<file path="config.mk">
export PLATFORM = sky130hd
export DESIGN_NAME = div_sequencer
export DESIGN_NICKNAME = d
export VERILOG_FILES = /design/src/rtl/div_sequencer.sv
export SDC_FILE = /design/constraint.sdc
export NUM_CORES = 1
export LEC_CHECK = 0
export BUFFER_PORTS_ARGS = -buffer_cell sky130_fd_sc_hd__clkbuf_2
export CAP_MARGIN = 40
export CORE_MARGIN = 4
export CORE_UTILIZATION = 58
export CTS_CLUSTER_SIZE = 28
export DETAILED_ROUTE_END_ITERATION = 8
export PLACE_DENSITY = 0.87
export SETUP_SLACK_MARGIN = 0.1
export SLEW_MARGIN = 20
export SYNTH_ARGS = -nofsm -noshare
export SYNTH_HDL_FRONTEND = slang
export SYNTH_SLANG_ARGS = --single-unit
</file>
<file path="constraint.sdc">
create_clock -name clk -period 3.5 [get_ports clk]
set_input_delay 0.175 -clock clk [delete_from_list [all_inputs] [get_ports clk]]
set_output_delay 0.175 -clock clk [all_outputs]
set_load 0.01 [all_outputs]
</file>
<file path="src/rtl/div_sequencer.sv">
// div_sequencer: 32-bit iterative restoring divider that borrows a shared
// external 32-bit adder (add_a/add_b/add_cin -> add_sum/add_cout).
// Unsigned divides take 32 ITER cycles plus one DONE cycle. Divide by zero
// bypasses ITER and reports quotient all-ones, remainder = dividend.
// Optional signed support is compiled in with the DIV_SIGNED_EN macro; it adds
// operand negation (NEG_A/NEG_B) before and result fixup (FIX_Q/FIX_R) after
// the unsigned core. Without the macro signed_op is ignored.
module div_sequencer (
    input  logic        clk,
    input  logic        clear,
    input  logic        start,
    input  logic        signed_op,
    input  logic [31:0] dividend,
    input  logic [31:0] divisor,
    output logic        busy,
    output logic        done,
    output logic [31:0] quotient,
    output logic [31:0] remainder,
    output logic        div_by_zero,
    output logic [31:0] add_a,
    output logic [31:0] add_b,
    output logic        add_cin,
    input  logic [31:0] add_sum,
    input  logic        add_cout
);

`ifdef DIV_SIGNED_EN
    typedef enum logic [2:0] {
        S_IDLE,
        S_NEG_A,
        S_NEG_B,
        S_ITER,
        S_FIX_Q,
        S_FIX_R,
        S_DONE
    } state_t;
`else
    typedef enum logic [1:0] {
        S_IDLE,
        S_ITER,
        S_DONE
    } state_t;
`endif

    state_t      r_state;
    state_t      w_state_nxt;

    logic [4:0]  r_cnt;
    logic [31:0] r_quo;
    logic [31:0] r_rem;
    logic [31:0] r_den;
    logic [31:0] r_quotient;
    logic [31:0] r_remainder;
    logic        r_dbz;

    logic [31:0] w_quo_nxt;
    logic [31:0] w_rem_nxt;
    logic [31:0] w_den_nxt;
    logic [31:0] w_shift;
    logic        w_accept;

`ifdef DIV_SIGNED_EN
    logic        r_signed;
    logic        r_neg_a;
    logic        r_neg_b;
    logic        w_neg_q;
`else
    logic        w_unused_signed_op;
    assign w_unused_signed_op = signed_op;
`endif

    assign w_accept = (r_state == S_IDLE) && start;
    // Remainder shifted left with the next dividend bit brought in from Q.
    assign w_shift  = {r_rem[30:0], r_quo[31]};

`ifdef DIV_SIGNED_EN
    assign w_neg_q  = r_neg_a ^ r_neg_b;
`endif

    assign busy        = (r_state != S_IDLE);
    assign done        = (r_state == S_DONE);
    assign quotient    = r_quotient;
    assign remainder   = r_remainder;
    assign div_by_zero = r_dbz;

    // State register.
    always_ff @(posedge clk) begin
        if (clear) begin
            r_state <= S_IDLE;
        end else begin
            r_state <= w_state_nxt;
        end
    end

    // Next-state, adder operand steering and next working-register values.
    always_comb begin
        w_state_nxt = r_state;
        add_a       = '0;
        add_b       = '0;
        add_cin     = 1'b0;
        w_quo_nxt   = r_quo;
        w_rem_nxt   = r_rem;
        w_den_nxt   = r_den;

        case (r_state)
            S_IDLE: begin
                if (start) begin
                    w_quo_nxt = dividend;
                    w_rem_nxt = '0;
                    w_den_nxt = divisor;
                    // Zero divisor wins over the signed path so the raw
                    // dividend is reported and latency stays one cycle.
                    if (divisor == '0) begin
                        w_quo_nxt   = '1;
                        w_rem_nxt   = dividend;
                        w_state_nxt = S_DONE;
`ifdef DIV_SIGNED_EN
                    end else if (signed_op) begin
                        w_state_nxt = S_NEG_A;
`endif
                    end else begin
                        w_state_nxt = S_ITER;
                    end
                end
            end

`ifdef DIV_SIGNED_EN
            S_NEG_A: begin
                add_a       = r_neg_a ? ~r_quo : r_quo;
                add_cin     = r_neg_a;
                w_quo_nxt   = add_sum;
                w_state_nxt = S_NEG_B;
            end

            S_NEG_B: begin
                add_a       = r_neg_b ? ~r_den : r_den;
                add_cin     = r_neg_b;
                w_den_nxt   = add_sum;
                w_state_nxt = S_ITER;
            end
`endif

            S_ITER: begin
                add_a   = w_shift;
                add_b   = ~r_den;
                add_cin = 1'b1;
                // R[31] set means the 33-bit shifted remainder already
                // exceeds any 32-bit divisor, so subtract regardless of carry.
                if (r_rem[31] || add_cout) begin
                    w_rem_nxt = add_sum;
                    w_quo_nxt = {r_quo[30:0], 1'b1};
                end else begin
                    w_rem_nxt = w_shift;
                    w_quo_nxt = {r_quo[30:0], 1'b0};
                end
                if (r_cnt == 5'd31) begin
`ifdef DIV_SIGNED_EN
                    w_state_nxt = r_signed ? S_FIX_Q : S_DONE;
`else
                    w_state_nxt = S_DONE;
`endif
                end
            end

`ifdef DIV_SIGNED_EN
            S_FIX_Q: begin
                add_a       = w_neg_q ? ~r_quo : r_quo;
                add_cin     = w_neg_q;
                w_quo_nxt   = add_sum;
                w_state_nxt = S_FIX_R;
            end

            S_FIX_R: begin
                add_a       = r_neg_a ? ~r_rem : r_rem;
                add_cin     = r_neg_a;
                w_rem_nxt   = add_sum;
                w_state_nxt = S_DONE;
            end
`endif

            S_DONE: begin
                w_state_nxt = S_IDLE;
            end

            default: begin
                w_state_nxt = S_IDLE;
            end
        endcase
    end

    // Working registers, iteration counter and held result registers.
    always_ff @(posedge clk) begin
        if (clear) begin
            r_cnt       <= '0;
            r_quo       <= '0;
            r_rem       <= '0;
            r_den       <= '0;
            r_quotient  <= '0;
            r_remainder <= '0;
            r_dbz       <= 1'b0;
        end else begin
            r_quo <= w_quo_nxt;
            r_rem <= w_rem_nxt;
            r_den <= w_den_nxt;

            if (r_state == S_ITER) begin
                r_cnt <= r_cnt + 5'd1;
            end else begin
                r_cnt <= '0;
            end

            if (w_accept) begin
                r_dbz <= (divisor == '0);
            end

            // Results are captured on entry to DONE so they are valid with
            // the done pulse and held until the next operation completes.
            if (w_state_nxt == S_DONE) begin
                r_quotient  <= w_quo_nxt;
                r_remainder <= w_rem_nxt;
            end
        end
    end

`ifdef DIV_SIGNED_EN
    // Operand signs for the signed path, latched with an accepted start.
    always_ff @(posedge clk) begin
        if (clear) begin
            r_signed <= 1'b0;
            r_neg_a  <= 1'b0;
            r_neg_b  <= 1'b0;
        end else if (w_accept) begin
            r_signed <= signed_op;
            r_neg_a  <= signed_op & dividend[31];
            r_neg_b  <= signed_op & divisor[31];
        end
    end
`endif

endmodule
</file>
==> out/results.tsv <==
stage	metric	value	unit
sta	worst setup margin	0.665	ns
global_route	pin count of the biggest net entering global routing	109	
floorplanning	Core Box Area	0.0148	mm2
sta	final-layout setup total negative slack	0	ns
route	number of DRC violations after detailed-routing iteration 0	1248	
min_path	hold wc startpoint	divisor[16]	
yosys	primary flip-flop cell chosen by synthesis mapping	dfxtp_1	
place	port buffer count	231	
clock_tree	clock tree from TritonCTS	done	
sta	Fin Clk Skew	0.00670	ns
power_and_ir_drop	logic gate share of total power	0.131	
place	DP HPWL	17900	um
clock_tree	number of buffers created by CTS	17	
yosys	number of synthesized register bits	168	
floorplanning	top-level port count	233	
place	placed cell areas	0.00993	mm2
global_route	GRT Util Overall	0.309	
route	detailed-route DRC error count	0	
power_and_ir_drop	share of total power in the clock network	0.414	
floorplanning	chip height	131	um
yosys	portion of the post-synthesis area used by sequential elements	0.380	
sta	measured slew at the worst slew-check pin	0.784	ns
power_and_ir_drop	leakage power summed over all cells	0.00445	uW
power_and_ir_drop	P per Cell Area	424	mW/mm2
power_and_ir_drop	switching share of power	0.261	
final_layout	fraction of final layout cells sized beyond drive strength 1	0.273	
yosys	library cells used by synthesis	42	
yosys	post-synthesis net count	1138	
yosys	Post-Syn Area per Cell	8.54	um2
sta	final worst path period share	0.810	
worst_setup_path	category of the worst setup path capture point	primary output	
clock_tree	post-CTS setup-driven buffer insertion count	0	
route	antenna viol nets, final	0	
yosys	number of synthesized flops with an enable pin	0	
power_and_ir_drop	internal power summed over all cells	3320	uW
power_and_ir_drop	maximum resistive drop on vdd	0.290	mV
sta	Setup Viol. Count Final	0	
worst_setup_path	Worst R2R Setup Slack	0.88	ns
worst_setup_path	peak fanout along the critical path	49	
clock_tree	Clock Sink Count	168	
sta	Final Slew Violations	0	
flow_run	number of violations of the max-capacitance limit	0	
route	post-detailed-route via-to-cell ratio	6.53	
worst_setup_path	crit start category	flop	
global_route	total gr overflow	0	
route	overall via count from detail_route	9079	
yosys	post-synthesis cell count	1035	
sta	Highest Clock Rate	0.353	GHz
sta	final period demand of the worst path	2.83	ns
sta	RSZ-0062 raised after global routing	no	
place	gp weighted congestion	0.888	
worst_setup_path	reg-to-reg critical path endpoint	quotient[17]	
min_path	count of cells along the worst hold path	3	
worst_setup_path	CP Data Required Time	3.32	ns
yosys	Syn. warnings	0	
final_layout	final std cell area, no fill	0.0106	mm2
final_layout	post-layout net count	1299	
sta	worst max-slew margin expressed relative to the limit	0.478	
yosys	proportion of register bits with asynchronous set or reset after synthesis	0	
floorplanning	die outline width	131	um
min_path	classification of the worst-slack hold path	in2reg	
worst_setup_path	Crit Reg-Reg Startpoint	r_state[1]	
route	per-cell routed wire length	19.9	um
route	Pre-antenna DRT Iters	7	
global_route	number of global-route vias before repair	8568	
floorplanning	initial cell density of the core	0.599	
place	pre-CTS worst setup slack	0.928	ns
power_and_ir_drop	sequential fraction of design power	0.455	
clock_tree	number of H-tree levels	4	
yosys	summed instance area of the synthesized netlist	0.00884	mm2
sta	Hold Vio Cnt, Final	0	
clock_tree	Clock Pin Slew Worst Setup and Hold Paths	0.06	ns
min_path	Hold EP	r_den[16]	
global_route	global-route wire length before repair	44600	um
clock_tree	CTS Hold Buffers Added	9	
worst_setup_path	Register-to-Register Path Depth	6	
worst_setup_path	path type of the worst setup path	reg2out	
final_layout	utilization after layout	0.718	
power_and_ir_drop	switching power total	1170	uW
status	outcome	complete, no violations	
floorplanning	Die Outline Area	0.0173	mm2
clock_tree	Resized Gates After CTS	0	
clock_tree	clock latency on the worst-skew pair	0.43	ns
floorplanning	Site Rows	44	
global_route	antenna violations before repair	1	
final_layout	Synth-to-Final Area Change	19.7	%
worst_setup_path	data arrival time of the critical path	2.66	ns
final_layout	diodes inserted	0	
route	Total Routed Length	27700	um
clock_tree	Longest Clk Path Bufs	2	
clock_tree	root cell of the clock tree	clkbuf_16	
[sequential cells by signal, indices dropped and copies added, names as in the netlist]
signal	cells
quotient	32
r_den	32
r_quo	32
r_rem	32
remainder	32
r_cnt	5
r_state	2
div_by_zero	1
[how the worst max path moves through the flow]
stage,startpoint,end
3_3_place_gp,r_state[1],quotient[15]
2_1_floorplan,r_cnt[0],remainder[16]
4_1_cts,r_state[1],add_a[0]
3_5_place_dp,r_state[1],quotient[17]
6_report,r_state[1],add_a[31]
5_1_grt,r_state[1],add_a[22]
[synthesized netlist by cell type (all sizes together), types with 33 or more instances]
| library cell | count | share of area |
|---|---|---|
| dfxtp | 168 | 0.38 |
| a22oi | 63 | 0.053 |
| nand2 | 67 | 0.028 |
| nand4 | 34 | 0.026 |
| o21ai | 34 | 0.019 |
| o31ai | 33 | 0.029 |
| buf | 50 | 0.032 |
| nor2 | 67 | 0.028 |
| clkbuf | 69 | 0.029 |
| nand2b | 65 | 0.046 |
| nor2b | 33 | 0.023 |
| and2 | 33 | 0.023 |
| a21oi | 98 | 0.055 |
[power by group through the flow]
stage	clock, uW	combinational [uW]	sequential [uW]
after global placement	0	552	2080
final	1860	589	2040
after detailed placement	0	567	2080
after floorplan	0	370	2060
after global routing	1940	645	2050
after CTS	1870	580	2040
[worst max-delay path: stages (launching register included)]
cell and delay [ns]:
dfxtp_2 0.63, nand2b_1 0.22, clkinv_2 0.51, buf_4 0.49, and2_1 0.22, clkbuf_2 0.14
[per-layer routing]
layer	GRT usage	up-vias	routed length (um)
li1	-	4218	-
met4	0.127	2	829
met3	0.0738	66	2610
met2	0.483	534	13000
met5	0	-	11
met1	0.410	4259	11200
[layout make-up]
class	count	area [um2]
clock buffers	21	440
flip-flops and latches	168	3360
well taps	184	230
inverters	3	12.5
repair buffers	261	1450
multi-input cells	745	4960
clock inverters	9	128
fillers	1166	4170
[cell families (layout without fill, tap and decap cells)]
group / count (synthesis) / in the layout / synth area share
xor gates and xnor gates: 2 / 2 / 0.00198
buffers and inverters: 122 / 294 / 0.0623
and+or+nand+nor: 318 / 318 / 0.202
DFF: 168 / 168 / 0.380
AOI/OAI and AO/OA: 392 / 392 / 0.311
adders and majority gates: 2 / 2 / 0.00283
muxes: 31 / 31 / 0.0395
[through the flow]
stage / hold slack, ns / power (uW) / instances
floorplan: 0.311 / 2430 / 1035
global placement: 0.423 / 2630 / 1351
detailed placement: 0.431 / 2650 / 1352
CTS: 0.000674 / 4490 / 1391
global route: 0.0143 / 4640 / 1391
finish: 0.0127 / 4490 / 1391
[layout by cell type, fill, tap and decap left out, types with 9 or more instances in the layout]
cell type and instances:
clkbuf_16 17, dfxtp_1 167, a311oi_1 32, a31oi_1 32, clkbuf_2 230, o21ai_0 34
nor2_1 65, a21o_1 32, a22oi_1 63, dlygate4sd3_1 9, nand4_1 32, a221o_1 31
o311ai_0 32, nand2b_1 65, and2_1 32, buf_4 19, nor2b_1 33, nand2_1 66
a21oi_1 98, o31ai_1 32, mux2_2 31
Power figures use the tool's default switching activity.
